$ cat src/rtl/filter_pkg.sv
// Shared definitions for the filter controller: default frame geometry,
// field widths and offsets of the filter word, and the controller state type.
package filter_pkg;

  localparam int unsigned IMG_W_DEF     = 1280;
  localparam int unsigned IMG_H_DEF     = 960;
  localparam int unsigned FLUSH_CYC_DEF = IMG_W_DEF + 2;
  localparam int          COEF_DEF      = 2;

  localparam int unsigned CNT_W   = 11;
  localparam int unsigned PIX_W   = 12;
  localparam int unsigned CONST_W = 3;

  // fdata = {valid[34], y[33:23], x[22:12], pix[11:0]}
  localparam int unsigned FD_PIX_LSB   = 0;
  localparam int unsigned FD_X_LSB     = 12;
  localparam int unsigned FD_Y_LSB     = 23;
  localparam int unsigned FD_VALID_BIT = 34;
  localparam int unsigned FD_W         = 35;

  typedef enum logic [1:0] {
    ST_IDLE  = 2'd0,
    ST_RUN   = 2'd1,
    ST_FLUSH = 2'd2,
    ST_DONE  = 2'd3
  } state_e;

  typedef struct packed {
    logic             valid;
    logic [CNT_W-1:0] y;
    logic [CNT_W-1:0] x;
    logic [PIX_W-1:0] pix;
  } fdata_t;

endpackage

$ cat src/rtl/filter_coord_cnt.sv
// Raster coordinate counter: x advances per inc, wraps at IMG_W-1 and bumps y.
// Holds at the final pixel of the frame so it never runs past the last coordinate.
// Ports: clk, rst_n, clr (synchronous clear), inc (advance one pixel),
//        x / y (current coordinate), last_c (current coordinate is the final pixel).
module filter_coord_cnt
  import filter_pkg::*;
#(
  parameter int unsigned IMG_W = IMG_W_DEF,
  parameter int unsigned IMG_H = IMG_H_DEF
) (
  input  logic             clk,
  input  logic             rst_n,
  input  logic             clr,
  input  logic             inc,
  output logic [CNT_W-1:0] x,
  output logic [CNT_W-1:0] y,
  output logic             last_c
);

  localparam logic [CNT_W-1:0] X_MAX = CNT_W'(IMG_W - 1);
  localparam logic [CNT_W-1:0] Y_MAX = CNT_W'(IMG_H - 1);

  logic [CNT_W-1:0] x_q, x_d;
  logic [CNT_W-1:0] y_q, y_d;

  assign last_c = (x_q == X_MAX) && (y_q == Y_MAX);
  assign x      = x_q;
  assign y      = y_q;

  // Next coordinate; clear has priority over advance.
  always_comb begin
    x_d = x_q;
    y_d = y_q;
    if (clr) begin
      x_d = '0;
      y_d = '0;
    end else if (inc && !last_c) begin
      if (x_q == X_MAX) begin
        x_d = '0;
        y_d = y_q + CNT_W'(1);
      end else begin
        x_d = x_q + CNT_W'(1);
      end
    end
  end

  always_ff @(posedge clk or negedge rst_n) begin
    if (!rst_n) begin
      x_q <= '0;
      y_q <= '0;
    end else begin
      x_q <= x_d;
      y_q <= y_d;
    end
  end

endmodule

$ cat src/rtl/filter_ctrl.sv
// Frame controller feeding the filter grid: accepts a raster of pixels, tags each
// with its (x, y) coordinate, drains the pipeline with flush words, then pulses
// frame_done. Also drives the static filter configuration (weights, boundaries).
// Ports: clk, rst_n; start/mode/abort control; pix_valid/pix_data/pix_ready
//        upstream stream; fdata filter word; vertical, v_constant, h_constant,
//        x_dc, y_dc filter configuration; busy, frame_done status.
module filter_ctrl
  import filter_pkg::*;
#(
  parameter int unsigned IMG_W     = IMG_W_DEF,
  parameter int unsigned IMG_H     = IMG_H_DEF,
  parameter int unsigned FLUSH_CYC = FLUSH_CYC_DEF,
  parameter int          COEF      = COEF_DEF
) (
  input  logic               clk,
  input  logic               rst_n,
  input  logic               start,
  input  logic               mode,
  input  logic               abort,
  input  logic               pix_valid,
  input  logic [PIX_W-1:0]   pix_data,
  output logic               pix_ready,
  output logic [FD_W-1:0]    fdata,
  output logic               vertical,
  output logic [CONST_W-1:0] v_constant,
  output logic [CONST_W-1:0] h_constant,
  output logic [CNT_W-1:0]   x_dc,
  output logic [CNT_W-1:0]   y_dc,
  output logic               busy,
  output logic               frame_done
);

  localparam int unsigned     FL_W   = $clog2(FLUSH_CYC + 1);
  localparam logic [FL_W-1:0] FL_MAX = FL_W'(FLUSH_CYC - 1);

  state_e            state_q, state_d;
  fdata_t            fdata_q, fdata_d;
  logic [FL_W-1:0]   flush_q, flush_d;
  logic              vertical_q, vertical_d;
  logic              pix_ready_q, pix_ready_d;
  logic              busy_q, busy_d;
  logic              frame_done_q, frame_done_d;
  logic [CONST_W-1:0] v_const_q, h_const_q;
  logic [CNT_W-1:0]  x_dc_q, y_dc_q;

  logic              cnt_clr, cnt_inc, last_c;
  logic [CNT_W-1:0]  x_c, y_c;

  filter_coord_cnt #(
    .IMG_W (IMG_W),
    .IMG_H (IMG_H)
  ) u_coord (
    .clk    (clk),
    .rst_n  (rst_n),
    .clr    (cnt_clr),
    .inc    (cnt_inc),
    .x      (x_c),
    .y      (y_c),
    .last_c (last_c)
  );

  // Next state, datapath word and status. fdata carries one cycle of latency,
  // so frame_done lands on the cycle after DONE, where abort can still veto it.
  always_comb begin
    state_d      = state_q;
    fdata_d      = '0;
    flush_d      = flush_q;
    vertical_d   = vertical_q;
    frame_done_d = 1'b0;
    cnt_clr      = 1'b0;
    cnt_inc      = 1'b0;

    case (state_q)
      ST_IDLE: begin
        if (start && !abort) begin
          state_d    = ST_RUN;
          vertical_d = mode;
          cnt_clr    = 1'b1;
        end
      end
      ST_RUN: begin
        if (abort) begin
          state_d = ST_IDLE;
          cnt_clr = 1'b1;
        end else if (pix_valid) begin
          fdata_d.valid = 1'b1;
          fdata_d.y     = y_c;
          fdata_d.x     = x_c;
          fdata_d.pix   = pix_data;
          cnt_inc       = 1'b1;
          if (last_c) begin
            state_d = ST_FLUSH;
            flush_d = '0;
          end
        end
      end
      ST_FLUSH: begin
        if (abort) begin
          state_d = ST_IDLE;
          cnt_clr = 1'b1;
        end else begin
          fdata_d.valid = 1'b1;
          fdata_d.y     = CNT_W'(IMG_H - 1);
          fdata_d.x     = CNT_W'(IMG_W - 1);
          if (flush_q == FL_MAX) begin
            state_d = ST_DONE;
          end else begin
            flush_d = flush_q + FL_W'(1);
          end
        end
      end
      ST_DONE: begin
        state_d = ST_IDLE;
        if (abort) begin
          cnt_clr = 1'b1;
        end else begin
          frame_done_d = 1'b1;
        end
      end
      default: state_d = ST_IDLE;
    endcase

    pix_ready_d = (state_d == ST_RUN);
    busy_d      = (state_d != ST_IDLE);
  end

  always_ff @(posedge clk or negedge rst_n) begin
    if (!rst_n) begin
      state_q      <= ST_IDLE;
      fdata_q      <= '0;
      flush_q      <= '0;
      vertical_q   <= 1'b0;
      pix_ready_q  <= 1'b0;
      busy_q       <= 1'b0;
      frame_done_q <= 1'b0;
      v_const_q    <= '0;
      h_const_q    <= '0;
      x_dc_q       <= '0;
      y_dc_q       <= '0;
    end else begin
      state_q      <= state_d;
      fdata_q      <= fdata_d;
      flush_q      <= flush_d;
      vertical_q   <= vertical_d;
      pix_ready_q  <= pix_ready_d;
      busy_q       <= busy_d;
      frame_done_q <= frame_done_d;
      // Static filter configuration, reloaded every cycle after reset.
      v_const_q    <= CONST_W'(COEF);
      h_const_q    <= CONST_W'(-COEF);
      x_dc_q       <= '0;
      y_dc_q       <= CNT_W'(IMG_H - 1);
    end
  end

  assign fdata      = fdata_q;
  assign vertical   = vertical_q;
  assign pix_ready  = pix_ready_q;
  assign busy       = busy_q;
  assign frame_done = frame_done_q;
  assign v_constant = v_const_q;
  assign h_constant = h_const_q;
  assign x_dc       = x_dc_q;
  assign y_dc       = y_dc_q;

endmodule
$ cat config.mk
export PLATFORM = sky130hd
export DESIGN_NAME = filter_ctrl
export DESIGN_NICKNAME = d
export VERILOG_FILES = /design/src/rtl/filter_pkg.sv /design/src/rtl/filter_coord_cnt.sv /design/src/rtl/filter_ctrl.sv
export SDC_FILE = /design/constraint.sdc
export NUM_CORES = 1
export LEC_CHECK = 0
export ABC_AREA = 1
export CORE_UTILIZATION = 50
export CTS_CLUSTER_DIAMETER = 200
export DETAILED_ROUTE_END_ITERATION = 10
export GPL_ROUTABILITY_DRIVEN = 0
export PLACE_DENSITY = 0.91
export SLEW_MARGIN = 40
export SYNTH_ARGS = -nofsm -noshare
export SYNTH_HDL_FRONTEND = slang
export SYNTH_SLANG_ARGS = --single-unit
$ cat constraint.sdc
create_clock -name clk -period 2.25 [get_ports clk]
set_input_delay 0.675 -clock clk [delete_from_list [all_inputs] [get_ports clk]]
set_output_delay 0.675 -clock clk [all_outputs]
set_load 0.005 [all_outputs]
==> results.toml <==
[setup_path]
endpoint_kind = "primary output"
cp_num_cells = 1
crit_family = "buffers and inverters"
crit_arrival_ps = 1480
endpoint = "y_dc[0]"
regToRegEndpoint = "flush_q[4]"
slowest_delay_ps = 580
worstPathCellList = "clkdlybuf4s50_1"
reg2regPathDepth = 12
startpoint = "v_constant[1]"
slowest_stage = "clkdlybuf4s50_1"
path_max_fanout = 12
critPathLaunchType = "flip-flop"
path_buf_inv = 1
rrSetupSlack_ps = 320
reg2reg_from = "u_coord.x[0]"
cp_data_required_time_ps = 1570
worst-setup-path-type = "reg2out"

[yosys]
synth_top_area_cell = "dfrtp_1"
yosysWarnings = 0
synth_edf_count = 0
ys_ff_latch = 75
ys_top_cells_by_area = "dfrtp_1, nand2_1, inv_1"
synthesis.area_um2 = 3790
synth_ff_type = "dfrtp_1"
synthDistinctLibCells = 32
postSynthCellCount = 451
syn_avg_cell_area_um2 = 8.40
synth_top_cell_area_share = 0.495
synthArstFlopShare = 1.00
synth_seq_area_share = 0.495

[clock_tree]
root_buffer = "clkbuf_8"
clock_latency_ps = 360
h-tree-depth = 3
clk_path_buf_depth = 2
cts_resized = 0
hold_buffers = 0
post_cts_buffers = 0
clk_pin_slew_ps = 90
numCtsBuffers = 9
clock_sinks = 75
cts_tree = "yes"

[detailed_routing]
drtIter0Drc = 166
vias = 3230
final_antenna_net_count = 0
wl_per_cell_um = 13.4
vias_per_cell = 5.09
drc = 0
wirelength_mm = 8.53
first_pass_iters = 5

[floorplan]
initial_core_util = 0.520
ios = 85
dieArea_um2 = 7930
core-area_um2 = 7290
die_y_um = 89.1
die_x_um = 89.1
rows = 31

[pwr]
powerDensity_nw_per_um2 = 871
p_leak_nw = 2.29
vdd_drop_max_v = 0.000433

[global_route]
grt_usage = 0.231
gr-total-overflow = 0
grt_pass1_wl_mm = 13.8
grt_antenna_before_repair = 0
first_global_vias = 3210
grt_max_degree = 42

[cells_and_area]
syn_to_final_growth_pct = 25.9
layout.nets = 558
final_area_um2 = 4770
drive_gt1_frac = 0.108
antenna_cells = 0
n_fill_cell = 588

[placement]
dpl_cell_area_um2 = 4590
hpwl_mm = 6.25
pre_cts_ws_ps = -53.3
portBuffers = 68

[timing]
worst_slew_pin_slew_ps = 516
rsz0062_at_grt = "no"
clock.fmax_mhz = 464
worst_slack_ps = 96.6
fin_crit_sh = 0.957
relSlewSlack = 0.656
period_minus_slack_ps = 2150
hold_viol_final = 0
fin_skew_ps = 13.9
maxSlewViolCount = 0
finalSetupViolations = 0

[worst_hold_path]
worstHoldPathType = "in2async"

[flow_run]
drv_cap = 0

[status]
outcome = "completed"
## power breakdown
part | internal, mW | leakage (nW) | switching [mW]
Combinational | 0.641 | 1.17 | 0.903
Sequential | 1.51 | 1.03 | 0.131
Clock | 0.416 | 0.0879 | 0.550
Total | 2.57 | 2.29 | 1.58
## placed cells by master, fill, tap and decap left out, drive strengths merged, types with 2 or more instances in the layout
master         synthesis  final
clkbuf                 4      9
inv                   66     68
clkdlybuf4s50          0     67
nand3                 25     25
nand4                  5      5
conb                   2     17
nor3                   8      8
nand2                 80     80
clkinvlp               0      2
dfrtp                 75     75
ha                     9      9
clkinv                 0      3
xor2                  12     12
buf                   32     23
a21oi                 27     27
nor2                  68     68
o21ai                 32     32
## registers in the layout, summed over array words and instances, names as in the netlist
register	flops
busy	1
fdata	35
flush_q	11
frame_done	1
pix_ready	1
state_q	2
u_coord.x	11
u_coord.y	11
v_constant	1
vertical	1
## cell type report
class | instances | area [um^2] | area share
tap | 99 | 124 | 0.0260
clock inverter | 7 | 61.3 | 0.0129
inverter | 66 | 248 | 0.0519
sequential | 75 | 1880 | 0.393
timing repair buffer | 90 | 868 | 0.182
clock buffer | 9 | 124 | 0.0260
multi-input combinational | 289 | 1470 | 0.308
## synthesized netlist by cell type, types with 2 or more instances
library cell and count:
ha_1 9, nor2_1 59, nand3_1 25, a21oi_1 26, clkbuf_1 4, nor2_2 7, o21ai_2 2, xor2_1 12
conb_1 2, o21ai_0 19, o21ai_1 10, nand2_1 75, nand2_4 3, nor3_1 8, nand2_2 2, nand4_1 5
inv_1 66, buf_4 29, dfrtp_1 75
## routing by layer
layer | routed length (um) | vias up | part of all wire | GRT usage
met2 | 4330 | 132 | 0.51 | 0.413
li1 | - | 1521 | - | -
met1 | 3500 | 1561 | 0.41 | 0.261
met4 | 150 | 0 | 0.018 | 0.115
met3 | 546 | 16 | 0.064 | 0.0526
met5 | 0 | - | 0 | 0
## worst min-delay path by stage
stage	startpoint	end	cells after the start
2_1_floorplan	rst_n	busy	0
3_3_place_gp	vertical	vertical	1
3_5_place_dp	vertical	vertical	1
4_1_cts	rst_n	u_coord.y[5]	1
5_1_grt	rst_n	fdata[30]	1
6_report	rst_n	flush_q[3]	1
## cells by family (layout without fill, tap and decap cells)
kind of cell,count (synthesis),count (layout),share of synthesized area
simple gates,188,188,0.221
buf+inv,102,172,0.132
flops,75,75,0.495
compound gates,61,61,0.0875
xor+xnor,13,13,0.0300
fa+ha+maj,9,9,0.0297
other cells,2,17,0.00198
mux,1,1,0.00297
## per-stage QoR
| step | total power, mW | setup TNS [ps] | hold slack (ps) | cells | utilization |
|---|---|---|---|---|---|
| 2_1_floorplan | 2.56 | 0 | 379 | 466 | - |
| 3_3_place_gp | 3.09 | 0 | 488 | 619 | 0.629 |
| 3_5_place_dp | 3.19 | -344 | 510 | 619 | 0.629 |
| 4_1_cts | 4.16 | 0 | 273 | 635 | 0.654 |
| 5_1_grt | 4.41 | 0 | 286 | 635 | 0.654 |
| 6_report | 4.16 | 0 | 261 | 635 | 0.654 |
No activity file was read; power rests on OpenSTA's default activity.
